File: src/rtl/gpio_pkg.sv
// Shared widths and types for the GPIO input capture block.
package gpio_pkg;

  localparam int unsigned GPIO_WIDTH = 16;
  localparam int unsigned GPIO_CNT_W = 8;

  typedef logic [GPIO_WIDTH-1:0] gpio_data_t;
  typedef logic [GPIO_CNT_W-1:0] gpio_cnt_t;

endpackage

File: src/rtl/gpio_bit_filter.sv
// Per-pin 2-flop synchronizer, optional debounce counter and edge flags.
// Debounce counter exists only when GPIO_IN_CAPTURE_DEBOUNCE_EN is defined.
module gpio_bit_filter
  import gpio_pkg::*;
#(
  parameter int unsigned CNT_W = GPIO_CNT_W
) (
  input  logic             clk,
  input  logic             rst_n,
  input  logic             pin_i,
  input  logic [CNT_W-1:0] debounce_cycles_i,
  output logic             data_o,
  output logic             rise_o,
  output logic             fall_o
);

  logic sync1_q, sync2_q;
  logic data_q, data_d;
  logic update;

`ifdef GPIO_IN_CAPTURE_DEBOUNCE_EN
  logic [CNT_W-1:0] cnt_q, cnt_d, thresh;

  // N=0 and N=1 both commit on the first differing cycle.
  always_comb begin
    thresh = (debounce_cycles_i == '0) ? '0 : debounce_cycles_i - CNT_W'(1);
    update = (sync2_q != data_q) && (cnt_q == thresh);
    cnt_d  = cnt_q;
    if ((sync2_q == data_q) || update) begin
      cnt_d = '0;
    end else if (cnt_q != '1) begin
      cnt_d = cnt_q + CNT_W'(1);
    end
  end

  always_ff @(posedge clk) begin
    if (!rst_n) begin
      cnt_q <= '0;
    end else begin
      cnt_q <= cnt_d;
    end
  end
`else
  logic unused_debounce;
  assign unused_debounce = ^debounce_cycles_i;
  assign update          = (sync2_q != data_q);
`endif

  always_comb begin
    data_d = data_q;
    if (update) begin
      data_d = sync2_q;
    end
  end

  always_ff @(posedge clk) begin
    if (!rst_n) begin
      sync1_q <= 1'b0;
      sync2_q <= 1'b0;
      data_q  <= 1'b0;
    end else begin
      sync1_q <= pin_i;
      sync2_q <= sync1_q;
      data_q  <= data_d;
    end
  end

  // Events fire in the same cycle data_q is about to change.
  assign data_o = data_q;
  assign rise_o = update & sync2_q;
  assign fall_o = update & ~sync2_q;

endmodule

File: src/rtl/gpio_in_capture.sv
// GPIO input capture: per-pin filtering plus sticky edge interrupt status.
// Debounce is enabled by defining GPIO_IN_CAPTURE_DEBOUNCE_EN; otherwise bypass.
module gpio_in_capture
  import gpio_pkg::*;
#(
  parameter int unsigned WIDTH = GPIO_WIDTH,
  parameter int unsigned CNT_W = GPIO_CNT_W
) (
  input  logic             clk,
  input  logic             rst_n,
  input  logic [WIDTH-1:0] gpio_pin,
  input  logic [WIDTH-1:0] rise_en,
  input  logic [WIDTH-1:0] fall_en,
  input  logic [CNT_W-1:0] debounce_cycles,
  input  logic [WIDTH-1:0] irq_clr,
  output logic [WIDTH-1:0] data_o,
  output logic [WIDTH-1:0] irq_status,
  output logic             irq_o
);

  logic [WIDTH-1:0] rise, fall;
  logic [WIDTH-1:0] irq_status_q, irq_status_d;

  for (genvar i = 0; i < WIDTH; i++) begin : g_bit
    gpio_bit_filter #(
      .CNT_W(CNT_W)
    ) u_filter (
      .clk              (clk),
      .rst_n            (rst_n),
      .pin_i            (gpio_pin[i]),
      .debounce_cycles_i(debounce_cycles),
      .data_o           (data_o[i]),
      .rise_o           (rise[i]),
      .fall_o           (fall[i])
    );
  end

  // Set takes priority over a simultaneous clear.
  always_comb begin
    irq_status_d = (irq_status_q & ~irq_clr) | (rise & rise_en) | (fall & fall_en);
  end

  always_ff @(posedge clk) begin
    if (!rst_n) begin
      irq_status_q <= '0;
    end else begin
      irq_status_q <= irq_status_d;
    end
  end

  assign irq_status = irq_status_q;
  assign irq_o      = |irq_status_q;

endmodule

File: config.mk
export PLATFORM = sky130hd
export DESIGN_NAME = gpio_in_capture
export DESIGN_NICKNAME = d
export VERILOG_FILES = /design/src/rtl/gpio_pkg.sv /design/src/rtl/gpio_bit_filter.sv /design/src/rtl/gpio_in_capture.sv
export SDC_FILE = /design/constraint.sdc
export NUM_CORES = 1
export LEC_CHECK = 0
export CORE_MARGIN = 2
export CORE_UTILIZATION = 47
export CTS_CLUSTER_DIAMETER = 80
export DETAILED_ROUTE_END_ITERATION = 16
export HOLD_SLACK_MARGIN = 0.03
export PLACE_DENSITY_LB_ADDON = 0.25
export SETUP_SLACK_MARGIN = 0.1
export SKIP_LAST_GASP = 1
export SLEW_MARGIN = 5
export SYNTH_ARGS = -nofsm -noshare
export SYNTH_HDL_FRONTEND = slang
export SYNTH_SLANG_ARGS = --single-unit
File: constraint.sdc
create_clock -name clk -period 1.9 [get_ports clk]
set_input_delay 0.38 -clock clk [delete_from_list [all_inputs] [get_ports clk]]
set_output_delay 0.38 -clock clk [all_outputs]
set_load 0.01 [all_outputs]
==> key figures <==
Floorplanning
  – Site Rows: 28
  – Starting Density: 0.478
  – Core area: 5820 um^2
  – Die Footprint: 6550 um^2
  – Ports: 107
  – Die X: 80.9 um
  – Die Height: 80.9 um

Logic synthesis
  – Syn avg cell area: 10.3 um^2
  – Net count after synthesis: approximately 380
  – Post-Syn Instances: 269
  – Synth unique cells: 18
  – Register bit total from synthesis: 64
  – Mapped Area: 2780 um^2
  – Seq/Total Area, Yosys: 0.461
  – Synthesis warning total: 0

Placement
  – HPWL Detailed: between 3000 and 4000 um
  – Post-place setup slack: 0.181 ns
  – Dpl cells: about 420
  – Routability Congestion: around 0.68
  – I/O Buffers: 98

Drt
  – DR top layer: met4
  – Met3 WL: slightly below 400 um
  – Vias per cell: 4.59
  – First-pass DRT Iterations: 4
  – Final antenna-violating net count: 0
  – Vias: 2015
  – DRT iter0 DRCs: 67
  – Met2 WL post-DR: 2470 um
  – DRC errors left: 0
  – Post-DR wirelength/cell: 12.1 um
  – WL met1: between 2000 and 2500 um
  – Final wirelength: 5290 um

STA
  – Fin Setup TNS: 0 ns
  – Fin. Hold Viols: 0
  – Fin crit share: 0.892
  – RSZ-0062 raised after global routing: true
  – Clock skew: 0.00696 ns
  – Slew HR: 0.784
  – Slew Viols, Final: 0
  – Worst hold slack: 0.428 ns
  – Final setup fails: 0
  – Worst-Margin Slew: 0.321 ns
  – Max Fclk: 590 MHz
  – Post-layout min period: 1.69 ns
  – PnR worst setup slack: just over 0.2 ns

Critical path
  – CP peak stage delay: 0.33 ns
  – Worst setup SP type: flip-flop
  – Critical path type: flip-flop to output port
  – Delay-heaviest family, CP: simple AND/OR/NAND/NOR gates
  – Crit-path cells: nor4_2 > buf_4 > nand4_1 > buf_2
  – Critical path endpoint category: output port
  – CP Max Fanout: 3
  – Buffers & Inverters on Critical Path: 2
  – Critical Path AT: 1.31 ns
  – CP Data Required Time: 1.52 ns
  – Critical Path Slowest Stage Cell: dfxtp_1

Cells and area
  – Non-Filler Instances: 439
  – Fill cell count: 484
  – Core Util, Final: 0.671
  – ANT cells: 0
  – Most frequent cells in the layout: clkdlybuf4s50_1, dfxtp_1, inv_1, and2_1, ha_1
  – Ratio of cells with drive above 1 in the final layout: 0.102
  – Most common cell after layout, fill and taps aside: clkdlybuf4s50_1
  – Layout area overhead: 40.3%
  – NumNets Final: roughly 470

Clocking
  – Clk sinks: 64
  – Max clock buf depth: 2
  – CTS clock-pin slew for the worst setup and hold paths: 0.07 ns
  – Cts hold-fix bufs: 0
  – Htree depth: 3
  – CTS tree: yes
  – Setup Buffers After CTS: 0
  – CTS root buf: clkbuf_8
  – CTS Buf Count: 9
  – Worst skew pair latency: around 0.34 ns

Global routing
  – Grt ovf: 0
  – Initial antenna violation count: 0
  – First-pass GRT wire length: 8330 um
  – Vias in the first global route: 1868
  – Tot GR Track Use: 0.171
  – Largest net degree at the start of global routing: 33

Pwr
  – Power per cell area: approximately 700 nW/um^2
  – Peak supply drop: 0.000794 V
  – Leakage: 1.57 nW

Min path
  – Hold crit path type: flip-flop to flip-flop

Run status
  – Status: completed

Job
  – Max-cap viol count: 0
state kept, by name, indices dropped and copies added (netlist names):
signal                  count
g_bit.u_filter.sync2_q     16
g_bit.u_filter.sync1_q     16
g_bit.u_filter.data_o      16
irq_status                 16
synth_stat cells:
library cell / instances / share of area
dfxtp_1: 64 / 0.46
clkbuf_2: 3 / 0.0054
buf_6: 3 / 0.012
nor4_1: 4 / 0.0090
a21oi_1: 1 / 0.0018
a22oi_1: 15 / 0.041
inv_2: 1 / 0.0013
inv_1: 32 / 0.043
buf_4: 16 / 0.043
and2_1: 32 / 0.072
ha_1: 32 / 0.14
a31oi_1: 1 / 0.0023
nand2_1: 2 / 0.0027
nand4_1: 1 / 0.0023
a21oi_2: 14 / 0.044
nand2b_1: 16 / 0.036
nor2_1: 16 / 0.022
mux2i_1: 16 / 0.058
cell type report:
type,count,area (um^2),share of cell area
Sequential cell,64,1280,0.328
Multi-Input combinational cell,150,1220,0.312
Timing Repair Buffer,101,1010,0.259
Clock buffer,10,138,0.0353
Inverter,33,124,0.0318
Tap cell,75,93.8,0.0241
Clock inverter,6,35.0,0.00898
layer usage:
layer / vias to the layer above / global-route usage
li1: 1030 / -
met1: 916 / 0.197
met2: 61 / 0.278
met3: 8 / 0.0600
met4: 0 / 0.0915
met5: - / 0
power breakdown:
group	total [W]	switching (W)	internal, W
combinational	0.000312	0.0000996	0.000212
sequential	0.00142	0.0000269	0.00139
clock	0.00102	0.000519	0.000499
total	0.00274	0.000646	0.00210
logic make-up (layout without fill, tap and decap cells):
kind of cell	Yosys count	count (layout)	synth area share
AO/OA/AOI/OAI	31	31	0.0887
adder cells (fa/ha/maj)	32	32	0.144
buffers and inverters	55	150	0.105
flip-flops	64	64	0.461
multiplexers	16	16	0.0576
AND/OR/NAND/NOR	71	71	0.144
metrics by stage:
step / area (um^2) / total power, W
3_3_place_gp: 3720 / 0.00176
4_1_cts: 3890 / 0.00278
3_5_place_dp: 3720 / 0.00176
6_report: 3900 / 0.00274
5_1_grt: 3900 / 0.00287
2_1_floorplan: 2780 / 0.00157
final timing paths:
check / start / end / slack, ns / cells past startpoint
setup / recovery: irq_status[5] / irq_o / 0.21 / 4
hold / removal: g_bit[1].u_filter.sync1_q / g_bit[1].u_filter.sync2_q / 0.43 / 1
setup reg to reg: g_bit[10].u_filter.data_o / irq_status[10] / 0.84 / 4
hold reg to reg: g_bit[1].u_filter.sync1_q / g_bit[1].u_filter.sync2_q / 0.43 / 1
timing repair:
action,CTS,global route
hold endpoints to repair,0,0
resized for setup,5,1
endpoints found under the setup margin,1,1
cloned,0,0
pin swaps,1,0
No activity file was read; power rests on OpenSTA's default activity.
==> edit 1, RTL diff (config.mk and constraints unchanged) <==
The option `GPIO_IN_CAPTURE_DEBOUNCE_EN` is turned on by a define.
--- a/src/rtl/gpio_bit_filter.sv
+++ b/src/rtl/gpio_bit_filter.sv
@@ -2,2 +2,4 @@
 // Debounce counter exists only when GPIO_IN_CAPTURE_DEBOUNCE_EN is defined.
+`define GPIO_IN_CAPTURE_DEBOUNCE_EN
+
 module gpio_bit_filter
Check against the original RTL: not equivalent (Yosys sat finds a counterexample within 4 cycles, from zero or initial values and one cycle with rst_n low).
==> edit 1 against the original RTL <==
- the flow now finishes with violations (setup timing)
- clock power rose to 3.7 times the old value
- critical path depth up 6
- sequential power rose to 2.9 times the old value
- synthesized area rose to 4.1 times the old value
- sequential cell count up 128
- wire length rose to 6.9 times the old value
- cell area rose to 4.1 times the old value
- hold slack better by 0.011 ns
- total power rose to 3.3 times the old value
- via count rose to 5.7 times the old value
- worst setup slack worse by 0.70 ns
- combinational power rose to 4.1 times the old value
- largest power group unchanged
==> edit 1: results <==
{
  "status": "finished with violations",
  "violations": "setup timing",
  "multiInputGateArea_um2": 7930,
  "nNonClkBuffers": 348,
  "cts_resized": 135,
  "viasPerCell": 5.78,
  "clk_latency_ns": 0.45,
  "crit_start": "debounce_cycles[0]",
  "cts_made_buffers": 17,
  "buf_share_pct": 19.5,
  "synth.area.top_cells": "dfxtp_1 (33%), xor2_1 (4.9%), xnor2_1 (4.9%)",
  "dp_slack_ns": -1.63,
  "drive_gt1_share_pct": 27.9,
  "finalNonFillerCells": 1974,
  "cts_root_buf": "clkbuf_16",
  "grt_pass1_vias": 10938,
  "critPathMaxFanout": 8,
  "place_congestion": 0.950,
  "worst_slack_ns": -0.497,
  "syn-num-nets": 1450,
  "wire_per_inst_um": 18.5,
  "placedCellCount": 1892,
  "drt_iter0_drc": 992,
  "stdcell_area_um2": 16100,
  "vdd_drop_max_v": 0.000431,
  "grt_start_max_net_pins": 64,
  "dpl-instance-area_um2": 14100,
  "power.switching_mw": 2.61,
  "yosys.cell_types.count": 80,
  "critical_path.endpoint": "g_bit[15].u_filter.cnt_q[3]",
  "seq_power_share_pct": 44.7,
  "swShare_pct": 28.5,
  "synth_common_cells": "dfxtp_1 (192), nor2_1 (144), nand3_1 (83), o21ai_0 (77), nand2_1 (70)",
  "timing.hold.ws_ns": 0.439,
  "ys_ff_latch": 192,
  "sh_seq_area_pct": 24.1,
  "cts_htree_levels": 4,
  "fin_tns_setup_ns": -58.60,
  "grt_util_all_layers_pct": 27.4,
  "slowest_delay_ns": 0.56,
  "num-multi-input-gates": 1050,
  "clockNetworkAreaShare_pct": 3.86,
  "setup_viol": 160,
  "port-buffer-count": 106,
  "rr_endpoint": "g_bit[12].u_filter.cnt_q[3]",
  "fillers": 1872
}
edit 1: cell count changes after synthesis, moves of 27 or more:
cell      unedited run  this run
nand3_1              0        83
nand2_1              2        70
nor3_1               0        31
dfxtp_1             64       192
nand4_1              1        33
and3_1               0        36
o21ai_0              0        77
xor2_1               0        65
clkbuf_1             0        43
nor2_1              16       144
nand3b_1             0        27
xnor2_1              0        64
a21oi_1              1        51
edit 1: cell families after synthesis:
family,synth area share [%]
AND/OR/NAND/NOR,28.6
buffers and inverters,4.75
multiplexers,3.73
adder cells (fa/ha/maj),1.85
AO/OA/AOI/OAI,14.5
XOR/XNOR,13.1
flip-flops,33.4
edit 1: per-layer routing:
metal  part of all wire (%)  up-vias  track usage (%)  wire [um]
li1                       -     5488                -          -
met1                     42     5432             35.2      15400
met2                     48      379             44.9      17300
met3                    5.3      120             4.08       1920
met4                    4.9        0             13.8       1800
met5                      0        -                0          0
==> edit 2, RTL diff (same settings) <==
Made on the original files. Register the output `irq_o`, cleared by the reset; this adds one clock of latency there. The other outputs are not delayed to match.
--- a/src/rtl/gpio_in_capture.sv
+++ b/src/rtl/gpio_in_capture.sv
@@ -51,3 +51,9 @@
   assign irq_status = irq_status_q;
-  assign irq_o      = |irq_status_q;
+  always_ff @(posedge clk) begin
+    if (!rst_n) begin
+      irq_o <= '0;
+    end else begin
+      irq_o <= |irq_status_q;
+    end
+  end
 
Formal check against the unedited RTL: not equivalent (Yosys sat finds a counterexample within 4 cycles, from zero or initial values and one cycle with rst_n low).
==> edit 2 against the original RTL <==
- clock skew is 0.0022 ns lower
- worst setup slack better by 0.028 ns
- combinational power is 3% lower
- utilization hardly changed
- maximum frequency is 1.7% higher
- sequential cell count is 1 higher
- cell count stayed put
- cell area is 0.64% higher
- wire length is 2.4% lower
- count of clock-buffer cells in the layout is 2 higher
- total power is 5.1% higher
- synthesized area is 0.81% higher
- critical path type unchanged
==> edit 2: results <==
{
  "status": "finished, final reports clean",
  "layout.nets": 466,
  "synth.area.top_cells": "dfxtp_1 (46%), ha_1 (14%), and2_1 (7.1%)",
  "grt_pass1_wl_um": 8240,
  "sh_seq_area_pct": 33.1,
  "skew_ns": 0.00473,
  "multi_input_area_share_pct": 30.8,
  "yosysSeqAreaShare_pct": 46.4,
  "place_congestion": 0.692,
  "viasPerCell": 4.62,
  "met2_usage_pct": 28.6,
  "ys_ff_latch": 65,
  "drt_iter0_drc": 26,
  "wire_per_inst_um": 11.8,
  "met3_usage_pct": 4.33,
  "multiInputGateArea_um2": 1210,
  "crit_family": "buffers and inverters",
  "grt_pass1_vias": 1870,
  "buf_share_pct": 25.6,
  "slowest_delay_ns": 0.56,
  "grt_use_met1_pct": 19.3,
  "cts_resized": 0,
  "route.met2.wl_um": 2440,
  "max_slew_margin_pct": 73.5,
  "clockBufferCount": 12,
  "grt_util_all_layers_pct": 17.0,
  "synth_common_cells": "dfxtp_1 (65), and2_1 (32), ha_1 (32), inv_1 (32)",
  "dp_slack_ns": 0.393,
  "crit_arrival_ns": 1.29,
  "p_leak_nw": 1.58,
  "syn-num-nets": 376,
  "cp_slowest_cell": "clkdlybuf4s50_1"
}
edit 2: changes by cell type after synthesis, sizes merged:
cell	before	now
dfxtp	64	65
a41oi	0	1
nand4	1	0
edit 2: worst paths after layout:
path              cells after the start                   endpoint                 startpoint  slack (ns)
setup reg to reg                      4   g_bit[6].u_filter.data_o  g_bit[6].u_filter.sync2_q        0.83
setup / recovery                      1              irq_status[0]              irq_status[0]        0.23
hold / removal                        1  g_bit[6].u_filter.sync2_q  g_bit[6].u_filter.sync1_q        0.43
hold reg to reg                       1  g_bit[6].u_filter.sync2_q  g_bit[6].u_filter.sync1_q        0.43
edit 2: cell families after synthesis:
kind of cell               share of synthesized area [%]
AOI/OAI and AO/OA                                   9.11
adders and majority gates                           14.3
buffers and inverters                               10.4
DFF                                                 46.4
muxes                                               5.71
and+or+nand+nor                                     14.0
edit 2: report_power, final:
group	switching (mW)	internal (mW)	total (mW)
clock	0.474	0.666	1.14
sequential	0.0278	1.41	1.44
combinational	0.0960	0.208	0.304
total	0.598	2.29	2.89
